==> src/rtl/gen_rate_ctrl.sv <==
// -----------------------------------------------------------------------------
// gen_rate_ctrl
//
// Purpose:
//   Link-rate (Gen1..Gen5) switch controller for a PIPE-style datapath.
//   A legal rate request different from the active rate holds the packet
//   decoder. The controller waits for the decoder to drain and switches the
//   rate. It then keeps the hold for a settle period before releasing it and
//   acknowledging the request. The byte-lane valid mask for the active rate is
//   decoded combinationally from the registered rate code.
//
// Optional feature (macro GEN_RATE_CTRL_TIMEOUT_EN):
//   When defined, the HOLD state counts cycles with pd_idle low. After
//   TIMEOUT_CYCLES such cycles it forces the switch and pulses err_timeout.
//   When undefined, HOLD waits indefinitely and err_timeout is tied low.
//
// Ports:
//   clk          in   1   rising-edge clock
//   rst          in   1   asynchronous active-low reset
//   gen_req      in   3   requested rate code, 000=Gen1 .. 100=Gen5
//   gen_req_vld  in   1   one-cycle strobe qualifying gen_req
//   pd_idle      in   1   packet decoder drained (level)
//   hld_pd_gen   out  1   hold to packet decoder (1=hold)
//   gen          out  3   active rate code
//   tx_valid     out  64  byte-lane valid mask for the active rate
//   gen_ack      out  1   one-cycle pulse when a request completes
//   busy         out  1   high in every state except RUN
//   err_bad_gen  out  1   one-cycle pulse on an illegal rate code
//   err_timeout  out  1   one-cycle pulse on a drain timeout
// -----------------------------------------------------------------------------
module gen_rate_ctrl #(
   parameter int GEN1_PIPEWIDTH = 8,
   parameter int GEN2_PIPEWIDTH = 16,
   parameter int GEN3_PIPEWIDTH = 32,
   parameter int GEN4_PIPEWIDTH = 8,
   parameter int GEN5_PIPEWIDTH = 8,
   parameter int SETTLE_CYCLES  = 4,
   parameter int TIMEOUT_CYCLES = 16
) (
   input  logic        clk,
   input  logic        rst,
   input  logic [2:0]  gen_req,
   input  logic        gen_req_vld,
   input  logic        pd_idle,
   output logic        hld_pd_gen,
   output logic [2:0]  gen,
   output logic [63:0] tx_valid,
   output logic        gen_ack,
   output logic        busy,
   output logic        err_bad_gen,
   output logic        err_timeout
);

   // ---------------------------------------------------------------------------
   // Constants
   // ---------------------------------------------------------------------------
   localparam logic [1:0] ST_RUN    = 2'd0;
   localparam logic [1:0] ST_HOLD   = 2'd1;
   localparam logic [1:0] ST_SWITCH = 2'd2;
   localparam logic [1:0] ST_SETTLE = 2'd3;

   localparam logic [2:0] GEN_MAX     = 3'd4;
   localparam logic [7:0] SETTLE_LOAD = 8'(SETTLE_CYCLES);

   // Lanes = (width * 16) / 8, clamped to the 64-lane bus. The arithmetic is
   // done in int so wide PIPE widths cannot wrap before the clamp.
   function automatic logic [7:0] lane_count(input int width);
      int lanes;
      lanes = (width * 16) / 8;
      if (lanes > 64) begin
         lanes = 64;
      end
      if (lanes < 0) begin
         lanes = 0;
      end
      return 8'(lanes);
   endfunction

   localparam logic [7:0] LANES_G1 = lane_count(GEN1_PIPEWIDTH);
   localparam logic [7:0] LANES_G2 = lane_count(GEN2_PIPEWIDTH);
   localparam logic [7:0] LANES_G3 = lane_count(GEN3_PIPEWIDTH);
   localparam logic [7:0] LANES_G4 = lane_count(GEN4_PIPEWIDTH);
   localparam logic [7:0] LANES_G5 = lane_count(GEN5_PIPEWIDTH);

   // Elaboration-time guard on the counter parameters (both use 8-bit counters).
   generate
      if (SETTLE_CYCLES < 1 || SETTLE_CYCLES > 255 ||
          TIMEOUT_CYCLES < 1 || TIMEOUT_CYCLES > 255) begin : g_bad_param
         $error("gen_rate_ctrl: SETTLE_CYCLES and TIMEOUT_CYCLES must be 1..255");
      end
   endgenerate

   // ---------------------------------------------------------------------------
   // State
   // ---------------------------------------------------------------------------
   logic [1:0] state_reg,  state_next;
   logic [7:0] cnt_reg,    cnt_next;
   logic [2:0] gen_reg,    gen_next;
   logic [2:0] target_reg, target_next;
   logic       hld_reg,    hld_next;
   logic       busy_reg,   busy_next;
   logic       ack_reg,    ack_next;
   logic       bad_reg,    bad_next;
   // Set only by a real switch. The settle period that follows reset reuses
   // SETTLE but must not acknowledge anything.
   logic       armed_reg,  armed_next;

`ifdef GEN_RATE_CTRL_TIMEOUT_EN
   localparam logic [7:0] TIMEOUT_LAST = 8'(TIMEOUT_CYCLES - 1);
   logic [7:0] to_cnt_reg, to_cnt_next;
   logic       tout_reg,   tout_next;
`endif

   // ---------------------------------------------------------------------------
   // Next-state logic
   // ---------------------------------------------------------------------------
   always_comb begin
      state_next  = state_reg;
      cnt_next    = cnt_reg;
      gen_next    = gen_reg;
      target_next = target_reg;
      ack_next    = 1'b0;
      bad_next    = 1'b0;
      armed_next  = armed_reg;
`ifdef GEN_RATE_CTRL_TIMEOUT_EN
      to_cnt_next = to_cnt_reg;
      tout_next   = 1'b0;
`endif

      case (state_reg)
         ST_RUN: begin
`ifdef GEN_RATE_CTRL_TIMEOUT_EN
            to_cnt_next = 8'd0;
`endif
            if (gen_req_vld) begin
               if (gen_req > GEN_MAX) begin
                  bad_next = 1'b1;
               end else if (gen_req == gen_reg) begin
                  ack_next = 1'b1;
               end else begin
                  target_next = gen_req;
                  state_next  = ST_HOLD;
               end
            end
         end

         ST_HOLD: begin
            if (pd_idle) begin
               state_next = ST_SWITCH;
            end
`ifdef GEN_RATE_CTRL_TIMEOUT_EN
            else if (to_cnt_reg >= TIMEOUT_LAST) begin
               // This is the TIMEOUT_CYCLES-th undrained cycle, so force the switch.
               state_next = ST_SWITCH;
               tout_next  = 1'b1;
            end else begin
               to_cnt_next = to_cnt_reg + 8'd1;
            end
`endif
         end

         ST_SWITCH: begin
            gen_next   = target_reg;
            cnt_next   = SETTLE_LOAD;
            armed_next = 1'b1;
            state_next = ST_SETTLE;
         end

         default: begin // ST_SETTLE
            cnt_next = cnt_reg - 8'd1;
            // The <= also covers 0, so a corrupted counter cannot spin forever.
            if (cnt_reg <= 8'd1) begin
               state_next = ST_RUN;
               ack_next   = armed_reg;
               armed_next = 1'b0;
            end
         end
      endcase

      // hld and busy are registered from the next state. This makes them
      // glitch-free and gives them exact state alignment.
      hld_next  = (state_next != ST_RUN);
      busy_next = (state_next != ST_RUN);
   end

   // ---------------------------------------------------------------------------
   // Registers
   // ---------------------------------------------------------------------------
   always_ff @(posedge clk or negedge rst) begin
      if (!rst) begin
         state_reg  <= ST_SETTLE;
         cnt_reg    <= SETTLE_LOAD;
         gen_reg    <= 3'd0;
         target_reg <= 3'd0;
         hld_reg    <= 1'b1;
         busy_reg   <= 1'b1;
         ack_reg    <= 1'b0;
         bad_reg    <= 1'b0;
         armed_reg  <= 1'b0;
      end else begin
         state_reg  <= state_next;
         cnt_reg    <= cnt_next;
         gen_reg    <= gen_next;
         target_reg <= target_next;
         hld_reg    <= hld_next;
         busy_reg   <= busy_next;
         ack_reg    <= ack_next;
         bad_reg    <= bad_next;
         armed_reg  <= armed_next;
      end
   end

`ifdef GEN_RATE_CTRL_TIMEOUT_EN
   always_ff @(posedge clk or negedge rst) begin
      if (!rst) begin
         to_cnt_reg <= 8'd0;
         tout_reg   <= 1'b0;
      end else begin
         to_cnt_reg <= to_cnt_next;
         tout_reg   <= tout_next;
      end
   end

   assign err_timeout = tout_reg;
`else
   assign err_timeout = 1'b0;
`endif

   // ---------------------------------------------------------------------------
   // Lane-valid decode (combinational from registered gen)
   // ---------------------------------------------------------------------------
   logic [7:0] lane_cnt;

   always_comb begin
      case (gen_reg)
         3'd1:    lane_cnt = LANES_G2;
         3'd2:    lane_cnt = LANES_G3;
         3'd3:    lane_cnt = LANES_G4;
         3'd4:    lane_cnt = LANES_G5;
         default: lane_cnt = LANES_G1;
      endcase
   end

   generate
      for (genvar gi = 0; gi < 64; gi++) begin : g_lane
         assign tx_valid[gi] = (lane_cnt > 8'(gi));
      end
   endgenerate

   // ---------------------------------------------------------------------------
   // Outputs
   // ---------------------------------------------------------------------------
   assign hld_pd_gen  = hld_reg;
   assign gen         = gen_reg;
   assign gen_ack     = ack_reg;
   assign busy        = busy_reg;
   assign err_bad_gen = bad_reg;

endmodule
==> config.mk <==
export PLATFORM = sky130hd
export DESIGN_NAME = gen_rate_ctrl
export DESIGN_NICKNAME = d
export VERILOG_FILES = /design/src/rtl/gen_rate_ctrl.sv
export SDC_FILE = /design/constraint.sdc
export NUM_CORES = 1
export LEC_CHECK = 0
export BUFFER_PORTS_ARGS = -buffer_cell sky130_fd_sc_hd__buf_2
export CAP_MARGIN = 20
export CORE_MARGIN = 5
export CORE_UTILIZATION = 36
export CTS_BUF_LIST = sky130_fd_sc_hd__clkbuf_4
export CTS_CLUSTER_DIAMETER = 60
export DETAILED_ROUTE_END_ITERATION = 10
export MAX_ROUTING_LAYER = met4
export PLACE_DENSITY = 0.8
export SYNTH_ARGS = -nofsm -noshare
export SYNTH_HDL_FRONTEND = slang
export SYNTH_SLANG_ARGS = --single-unit
==> constraint.sdc <==
create_clock -name clk -period 3.05 [get_ports clk]
set_input_delay 0.4575 -clock clk [delete_from_list [all_inputs] [get_ports clk]]
set_output_delay 0.4575 -clock clk [all_outputs]
set_load 0.005 [all_outputs]
==> results of run 1 <==
cell type report:
| type | instances | area, µm² |
|---|---|---|
| fillers | 408 | 2510 |
| multi-input cells | 79 | 513 |
| flip-flops and latches | 20 | 505 |
| repair buffers | 62 | 313 |
| well taps | 50 | 62.6 |
| clock inverters | 1 | 30.0 |
| clock buffers | 3 | 22.5 |
| inverters | 3 | 11.3 |
worst paths after layout:
kind	from	endpoint	slack [ps]	cells after the start
setup reg to reg	cnt_reg[3]	state_reg[0]	1320	4
min in group clk	gen_req_vld	err_bad_gen	380	3
max in group asynchronous	rst	busy	2650	1
hold reg to reg	armed_reg	armed_reg	510	1
setup / recovery	gen[0]	tx_valid[24]	960	3
hold / removal	rst	cnt_reg[6]	70	1
worst max-delay path, delay by kind of cell (launching register included):
family	cells	cell delay, ps
XOR/XNOR	1	160
buffers and inverters	1	230
flip-flops	1	470
AND/OR/NAND/NOR	1	480
power groups by stage:
stage | logic, mW | registers, mW | clock network, mW
detailed placement | 0.817 | 0.535 | 0
CTS | 0.820 | 0.530 | 0.218
finish | 0.800 | 0.531 | 0.216
global placement | 0.789 | 0.534 | 0
global route | 0.898 | 0.549 | 0.234
floorplan | 0.881 | 0.481 | 0
per-stage QoR:
stage	hold WS, ps	total power, mW	instances	instance area [µm²]	worst slack [ps]
final	74.8	1.55	218	1460	962
after global routing	93.9	1.68	218	1460	775
after floorplan	162	1.36	169	1520	840
after global placement	420	1.32	214	1410	1300
after CTS	89.9	1.57	218	1460	905
after detailed placement	425	1.35	214	1410	1220
synthesized netlist by cell type:
library cell | n | area share
buf_4 | 64 | 0.33
dfrtp_1 | 16 | 0.27
nor2_1 | 9 | 0.023
mux2_2 | 6 | 0.046
nand2_1 | 6 | 0.015
nand3_1 | 5 | 0.017
o21ai_0 | 5 | 0.017
xnor2_1 | 5 | 0.030
dfstp_2 | 4 | 0.072
inv_1 | 3 | 0.0077
nor2b_1 | 3 | 0.013
clkbuf_1 | 2 | 0.0051
conb_1 | 2 | 0.0051
ha_1 | 2 | 0.017
nand2b_1 | 2 | 0.0086
nand3b_1 | 2 | 0.010
o2bb2ai_1 | 2 | 0.012
xor2_1 | 2 | 0.012
a21o_1 | 1 | 0.0051
a21oi_1 | 1 | 0.0034
and2b_1 | 1 | 0.0051
and3_1 | 1 | 0.0043
buf_2 | 1 | 0.0034
mux2i_1 | 1 | 0.0068
nor3b_1 | 1 | 0.0051
nor4_4 | 1 | 0.015
nor4b_1 | 1 | 0.0060
o21ba_1 | 1 | 0.0068
o21bai_1 | 1 | 0.0051
o311ai_0 | 1 | 0.0060
o31a_1 | 1 | 0.0060
or4_4 | 1 | 0.0077
cell families (layout without fill, tap and decap cells):
group,Yosys count,after routing
AO/OA/AOI/OAI,13,13
XOR/XNOR,7,7
adder cells (fa/ha/maj),2,2
buffers and inverters,70,69
flip-flops,20,20
multiplexers,7,7
other,2,17
AND/OR/NAND/NOR,33,33
routing by layer:
layer	vias to the layer above	part of all wire	track usage
li1	446	-	-
met1	424	0.39	0.0983
met2	31	0.53	0.138
met3	2	0.068	0.0123
met4	0	0.014	0.0543
met5	-	0	-
==> flow_summary_export.csv, run 1 <==
group,metric,value,unit
status,status,"completed",
drt,vias,903,
timing,finClkSkew,1.51,ps
drt,drcViolationCount,0,
place,portBuffers,61,
timing,fmax,479,MHz
finish,utilization,0.367,
power,p_sw,605,µW
synthesis,synthMuxAreaShare,0.0531,
clock_tree,numCtsBuffers,3,
setup_path,cp_cell_sequence,"xnor2_1 -> nor2_1 -> buf_2",
finish,final_cell_mix,"61 x buf_2, 17 x conb_1, 16 x dfrtp_1, 9 x nor2_1",
power,ir_drop,292,µV
min_path,hold_class,"in2async",
drt,vias_per_cell,4.14,
synthesis,synth_cell_type_count,32,
clock_tree,cts_root_buffer,"clkbuf_4",
floorplanning,die_x,73.7,µm
timing,timing.final.crit_share,0.685,
synthesis,ys_ff_latch,20,
clock_tree,clock_sinks,20,
floorplanning,dieArea,0.00543,mm²
setup_path,cpMaxStageDelayCell,"nor2_1",
floorplanning,floorplan.initialDensity,0.368,
finish,drive_gt1_frac,0.470,
timing,worst_pin_slew,599,ps
floorplanning,io_pins,79,
setup_path,path_max_fanout,16,
global_routing,grt_pass1_vias,758,
global_routing,antenna_found_initial,0,
timing,finalSetupTns,0,ps
setup_path,crit_path_max_incr_delay,480,ps
setup_path,startpoint_type,"register",
synthesis,synth_seq_area_share,0.346,
clock_tree,htree_levels,1,
floorplanning,rows,23,
synthesis,synth_top_family_by_area,"buffers and inverters",
drt,postRouteAntennaNets,0,
synthesis,synth_area_per_cell,9.49,µm²
clock_tree,cts_resized,0,
finish,largest_reg_flops,8,
setup_path,cp_data_arrival_time,1630,ps
power,p_leak,0.813,nW
synthesis,synth_compound_area_frac,0.0616,
clock_tree,post_cts_buffers,0,
timing,hold_viol,0,
clock_tree,clkTransAtPathRegs,120,ps
synthesis,synthAdderAreaFrac,0.0171,
power,p_int,942,µW
job,drv_cap,0,
timing,relSlewSlack,0.595,
synthesis,synth_xor_area_frac,0.0420,
power,power_per_cell_area,1060,mW/mm²
clock_tree,cts_tree,"built",
timing,fin_crit,2090,ps
timing,finalSetupViolCount,0,
synthesis,synth_simple_gate_area_frac,0.130,
drt,firstDrtPassIters,5,
drt,drt_iter0_markers,41,
clock_tree,ctsHoldBuffers,0,
place,hpwl,2030,µm
floorplanning,die_y,73.7,µm
power,pwr-share-seq,0.343,
setup_path,end_kind,"output port",
place,gp_congestion,0.824,
timing,slew_violations,0,
power,clockPowerShare,0.139,
finish,finalNetCount,178,
setup_path,crit_type,"reg2out",
drt,drt-wirelength-per-cell,11.5,µm
finish,diodes,0,
drt,drt-total-wl,2520,µm
synthesis,netlist_area,0.00146,mm²
floorplanning,core_area,0.00397,mm²
global_routing,grt_max_degree,33,
setup_path,critPathRequiredTime,2590,ps
global_routing,grt-ovfl-total,0,
clock_tree,cts_max_path_buffers,2,
timing,rsz0062_at_grt,"no",
clock_tree,clock_latency,300,ps
finish,synthToLayoutAreaGrowth,-0.257,%
global_routing,grt_usage,0.0853,
synthesis,syn_inst,154,
synthesis,yosysWarnings,0,
finish,final_common_cell,"buf_2",
global_routing,grt_pass1_wl,3500,µm
power,pwr-share-comb,0.517,
power,swShare,0.391,
No activity file was read; power rests on OpenSTA's default activity.
==> run 2, diff against run 1 <==
--- a/config.mk
+++ b/config.mk
@@ -5,6 +5,7 @@
 export SDC_FILE = /design/constraint.sdc
 export NUM_CORES = 1
 export LEC_CHECK = 0
+export ABC_AREA = 1
 export BUFFER_PORTS_ARGS = -buffer_cell sky130_fd_sc_hd__buf_2
 export CAP_MARGIN = 20
 export CORE_MARGIN = 5
==> constraint.sdc (replaced) <==
create_clock -name clk -period 1.9 [get_ports clk]
set_input_delay 0.285 -clock clk [delete_from_list [all_inputs] [get_ports clk]]
set_output_delay 0.285 -clock clk [all_outputs]
set_load 0.005 [all_outputs]
==> run 2 against run 1 <==
Clock-buffer cell count stayed put. Routed wire length is 0.68% lower. Hold slack better by 160 ps. Register-to-register slack got worse by 730 ps. Clock power is essentially flat. Largest cell class unchanged.
==> flow_summary_export.csv, run 2 <==
group,metric,value,unit
synthesis,synth_edf_count,0,
floorplanning,rows,23,
drt,firstDrtPassIters,4,
synthesis,async_reset_ff_frac,1.00,
clock_tree,cts_tree,"built",
power,ir_drop,896,µV
drt,drt_iter0_markers,7,
drt,drt-total-wl,2500,µm
global_routing,grt-ovfl-total,0,
timing,finClkSkew,6.79,ps
clock_tree,numCtsBuffers,3,
finish,diodes,0,
finish,final_cell_mix,"61 x buf_2, 31 x nand2_1, 17 x conb_1, 15 x dfrtp_1, 13 x inv_1",
power,power_per_cell_area,1550,mW/mm²
synthesis,synth_cell_type_count,27,
power,p_leak,0.907,nW
timing,timing.final.crit_share,0.884,
place,portBuffers,61,
drt,postRouteAntennaNets,0,
finish,synthToLayoutAreaGrowth,0.497,%
floorplanning,core_area,0.00403,mm²
status,status,"completed",
finish,final_common_cell,"buf_2",
floorplanning,die_y,74.7,µm
place,dpl-instance-area,0.00148,mm²
place,gp_congestion,0.784,
global_routing,grt_max_degree,21,
setup_path,startpoint_type,"register",
finish,largest_reg_flops,8,
synthesis,synth_area_leaders,"buf_4 32%, dfrtp_1 27%, nand2_1 7.7%",
global_routing,grt_pass1_wl,4020,µm
synthesis,syn_inst,185,
synthesis,synth_top_area_share,0.318,
synthesis,synth_commonest_cells,"64 x buf_4, 31 x nand2_1, 16 x dfrtp_1",
floorplanning,floorplan.initialDensity,0.375,
synthesis,synth_top_area_cell,"buf_4",
synthesis,ys_ff_latch,20,
synthesis,netlist_area,0.00151,mm²
timing,hold_viol,0,
clock_tree,cts_max_path_buffers,2,
floorplanning,dieArea,0.00559,mm²
synthesis,ys.flop_type,"dfrtp_1",
clock_tree,htree_levels,1,
global_routing,grt_usage,0.0904,
drt,drcViolationCount,0,
clock_tree,clkTransAtPathRegs,120,ps
place,pre_cts_slack,536,ps
synthesis,yosysMostFrequentCell,"buf_4",
clock_tree,cts_root_buffer,"clkbuf_4",
timing,rsz0062_at_grt,"no",
setup_path,end_kind,"output port",
drt,vias,1017,
synthesis,synth_area_per_cell,8.16,µm²
place,hpwl,2090,µm
finish,stdcell_area,0.00152,mm²
timing,finalSetupViolCount,0,
timing,fmax,595,MHz
power,power,2.34,mW
floorplanning,die_x,74.7,µm
min_path,hold_class,"in2reg",
timing,fin_crit,1680,ps
timing,slew_violations,0,
global_routing,antenna_found_initial,0,
synthesis,synth_seq_area_share,0.335,
drt,vias_per_cell,4.02,
setup_path,crit_type,"reg2out",
finish,finalNetCount,213,
clock_tree,clock_sinks,20,
timing,fin_ws,220,ps
setup_path,path_max_fanout,16,
finish,fillCellCount,404,
setup_path,critPathRequiredTime,1620,ps
setup_path,cp_data_arrival_time,1400,ps
drt,drt-wirelength-per-cell,9.88,µm
clock_tree,clock_latency,300,ps
job,drv_cap,0,
finish,drive_gt1_frac,0.414,
global_routing,grt_pass1_vias,943,
synthesis,yosysWarnings,0,
floorplanning,io_pins,79,
run 2: changes by cell type in the layout (fill, tap and decap cells not counted), sizes merged, moves of 2 or more:
cell / previous run / this run
xnor2: 5 / 3
nand2: 6 / 34
xor2: 2 / 0
o2bb2ai: 2 / 0
nand2b: 2 / 0
nor3: 0 / 2
nand3: 5 / 9
a21oi: 1 / 3
mux2: 6 / 0
inv: 3 / 15
nor2: 9 / 17
nor2b: 3 / 0
run 2: path summary, 6_finish.rpt:
check	from	to	slack, ps	cells past startpoint
max	gen[2]	tx_valid[30]	220	3
min	gen_req[0]	target_reg[0]	240	3
max reg2reg	cnt_reg[0]	busy	590	9
min reg2reg	target_reg[0]	target_reg[0]	490	2
max in group asynchronous	rst	state_reg[0]	1130	2
min in group asynchronous	rst	cnt_reg[4]	430	2
run 2: layout make-up:
type / instances / area (µm²) / area share
Inverter: 15 / 56.3 / 0.0371
Timing Repair Buffer: 64 / 330 / 0.218
Multi-Input combinational cell: 100 / 534 / 0.352
Clock inverter: 1 / 3.75 / 0.00248
Clock buffer: 3 / 22.5 / 0.0149
Tap cell: 50 / 62.6 / 0.0413
Sequential cell: 20 / 507 / 0.334
run 2: cell families (layout without fill, tap and decap cells):
logic type | count (synthesis) | after routing | share of synthesized area
compound gates | 13 | 13 | 0.0481
xor+xnor | 3 | 3 | 0.0174
fa+ha+maj | 2 | 2 | 0.0166
buf+inv | 80 | 83 | 0.363
flops | 20 | 20 | 0.335
other cells | 2 | 17 | 0.00498
simple gates | 65 | 65 | 0.215
run 2: stage by stage:
step | cells | setup TNS, ps | utilization | hold slack [ps]
after floorplan | 200 | -1020 | - | -10.6
after global placement | 248 | 0 | 0.367 | 249
after detailed placement | 248 | 0 | 0.367 | 257
after CTS | 253 | 0 | 0.376 | 240
after global routing | 253 | 0 | 0.376 | 259
final | 253 | 0 | 0.376 | 238
run 2: power by group:
part	internal, mW	switching (mW)
sequential	0.623	0.170
combinational	0.599	0.739
clock	0.0765	0.137
run 2: metal layers:
layer	vias to the layer above	GRT usage	part of all wire
met4	0	0.0178	0
met5	-	-	0
met1	452	0.119	0.40
met2	38	0.149	0.53
li1	527	-	-
met3	0	0.0120	0.072
run 2: worst max-delay path, stage by stage (launching register included):
cell      delay, ps
dfrtp_2         490
nor3_4          220
o21bai_4        210
buf_2           170
run 2: timing repair:
action / in CTS / in global routing
buffers inserted: 0 / 0
hold buffers: 1 / 0
gates resized for setup: 0 / 0
hold endpoints to repair: 16 / 0
==> run 3, diff against run 2 <==
--- a/config.mk
+++ b/config.mk
@@ -14,7 +14,7 @@
 export CTS_CLUSTER_DIAMETER = 60
 export DETAILED_ROUTE_END_ITERATION = 10
 export MAX_ROUTING_LAYER = met4
-export PLACE_DENSITY = 0.8
+export PLACE_DENSITY = 0.77
 export SYNTH_ARGS = -nofsm -noshare
 export SYNTH_HDL_FRONTEND = slang
 export SYNTH_SLANG_ARGS = --single-unit
==> constraint.sdc (replaced) <==
create_clock -name clk -period 1.6 [get_ports clk]
set_input_delay 0.24 -clock clk [delete_from_list [all_inputs] [get_ports clk]]
set_output_delay 0.24 -clock clk [all_outputs]
set_load 0.005 [all_outputs]
==> run 3 against run 2 <==
The run now ends with setup timing left. Combinational power is 35% higher. Hold slack lost 28 ps. Cell area rose by 6.8%. Clock-buffer cell count grew 1. Flip-flop and latch count did not move. Critical path depth is 2 higher. Die area unchanged.
==> flow_summary_export.csv, run 3 (synthesis results as in run 2) <==
group,metric,value,unit
timing,hold_viol,0,
global_routing,grt_usage,0.0975,
timing,slew_violations,0,
drt,postRouteAntennaNets,0,
finish,final_common_cell,"buf_2",
finish,fin_cells,261,
timing,finClkSkew,0.931,ps
min_path,min-delay-start,"gen_req[1]",
drt,firstDrtPassIters,4,
finish,fillCellCount,417,
drt,vias,1065,
setup_path,startpoint_type,"register",
job,drv_cap,0,
drt,drt_iter0_markers,11,
global_routing,grt_pass1_vias,977,
floorplanning,die_x,74.7,µm
timing,fmax,611,MHz
min_path,holdPathStages,3,
finish,drive_gt1_frac,0.445,
setup_path,critPathRequiredTime,1360,ps
floorplanning,floorplan.initialDensity,0.375,
power,power_per_cell_area,1850,mW/mm²
timing,fin_ws,-36.4,ps
timing,timing.final.crit_share,1.02,
global_routing,grt-ovfl-total,0,
finish,largest_reg_flops,8,
drt,drt-wirelength-per-cell,10.5,µm
place,gp_congestion,0.735,
setup_path,crit_type,"reg2out",
setup_path,crit_cells,5,
clock_tree,htree_levels,1,
setup_path,rr_startpoint,"gen[2]",
finish,utilization,0.402,
clock_tree,cts_tree,"built",
drt,drt-total-wl,2750,µm
finish,stdcell_area,0.00162,mm²
setup_path,crit_path_max_incr_delay,380,ps
global_routing,grt_pass1_wl,4210,µm
min_path,hold_end,"target_reg[1]",
finish,final_cell_mix,"61 x buf_2, 31 x nand2_1, 17 x conb_1, 14 x dfrtp_1, 13 x inv_1",
timing,hold_ws,210,ps
setup_path,timing.rr.end,"target_reg[1]",
power,p_leak,0.962,nW
clock_tree,cts_max_path_buffers,2,
status,failed_checks,"setup timing",
clock_tree,clkTransAtPathRegs,100,ps
finish,diodes,0,
setup_path,cpMaxStageDelayCell,"dfrtp_1",
clock_tree,clock_latency,290,ps
finish,synthToLayoutAreaGrowth,7.30,%
drt,drcViolationCount,0,
min_path,hold_class,"in2reg",
timing,finalSetupTns,-566,ps
setup_path,r2r_slack,190,ps
floorplanning,rows,23,
floorplanning,die_y,74.7,µm
global_routing,grt_max_degree,33,
setup_path,cp_top_family,"buffers and inverters",
clock_tree,numCtsBuffers,3,
clock_tree,cts_root_buffer,"clkbuf_4",
timing,rsz0062_at_grt,"yes",
status,status,"finished, violations left",
timing,finalSetupViolCount,32,
place,placed_cells,247,
power,ir_drop,837,µV
place,dpl-instance-area,0.00147,mm²
place,portBuffers,61,
setup_path,path_max_fanout,8,
floorplanning,dieArea,0.00559,mm²
setup_path,cp_data_arrival_time,1400,ps
global_routing,antenna_found_initial,0,
floorplanning,core_area,0.00403,mm²
floorplanning,io_pins,79,
setup_path,crit_buf_inv,4,
setup_path,end_kind,"output port",
place,hpwl,2030,µm
drt,vias_per_cell,4.08,
setup_path,r2r_cells,7,
setup_path,cp_cell_sequence,"inv_2 -> nor3_4 -> buf_4 -> clkbuf_16 -> buf_2",
timing,fin_crit,1640,ps
finish,finalNetCount,221,
clock_tree,clock_sinks,20,
run 3: changes by cell type in the layout (fill, tap and decap cells not counted), sizes merged:
cell and change:
buf +6, clkbuf +2, clkinv -1, o21bai +1
run 3: stage by stage:
stage | total power, mW | worst slack [ps]
finish | 3.00 | -36.4
global route | 3.32 | -133
CTS | 2.92 | 6.91
detailed placement | 2.56 | 295
global placement | 2.53 | 324
floorplan | 2.57 | -325
run 3: cell type report:
type / instances / area, µm² / area share
clock buffers: 4 / 30.0 / 0.0185
flip-flops and latches: 20 / 508 / 0.314
inverters: 15 / 56.3 / 0.0348
well taps: 50 / 62.6 / 0.0386
repair buffers: 71 / 417 / 0.257
multi-input cells: 101 / 546 / 0.337
run 3: how the worst max path moves through the flow:
stage | slack, ps | start | endpoint
after floorplan | -320 | gen[1] | tx_valid[17]
after global placement | 320 | gen[2] | tx_valid[32]
after detailed placement | 290 | gen[2] | tx_valid[55]
final | -40 | gen[1] | tx_valid[54]
after global routing | -130 | gen[1] | tx_valid[48]
after CTS | 7 | gen[2] | tx_valid[55]
run 3: metal layers:
metal	vias to the layer above	wire [µm]	GRT usage
met5	-	0	-
met4	0	38	0.0356
met3	4	194	0.0120
met2	44	1390	0.150
met1	473	1130	0.132
li1	544	-	-
run 3: what timing repair did:
| item | CTS | global route |
|---|---|---|
| cloned | 1 | 2 |
| endpoints found under the hold margin | 16 | 0 |
| setup endpoints to repair | 48 | 48 |
| hold buffers | 1 | 0 |
| resized for setup | 2 | 2 |
| setup buffers | 3 | 3 |
run 3: tightest hold or removal path, stage by stage:
cell     delay, ps
buf_2          110
nand3_1         70
nand2_1         60
run 3: where the power goes:
| group | internal, mW | switching (mW) | total [mW] |
|---|---|---|---|
| combinational | 0.857 | 0.955 | 1.81 |
| sequential | 0.742 | 0.186 | 0.928 |
| clock | 0.114 | 0.144 | 0.258 |
| total | 1.71 | 1.29 | 3.00 |
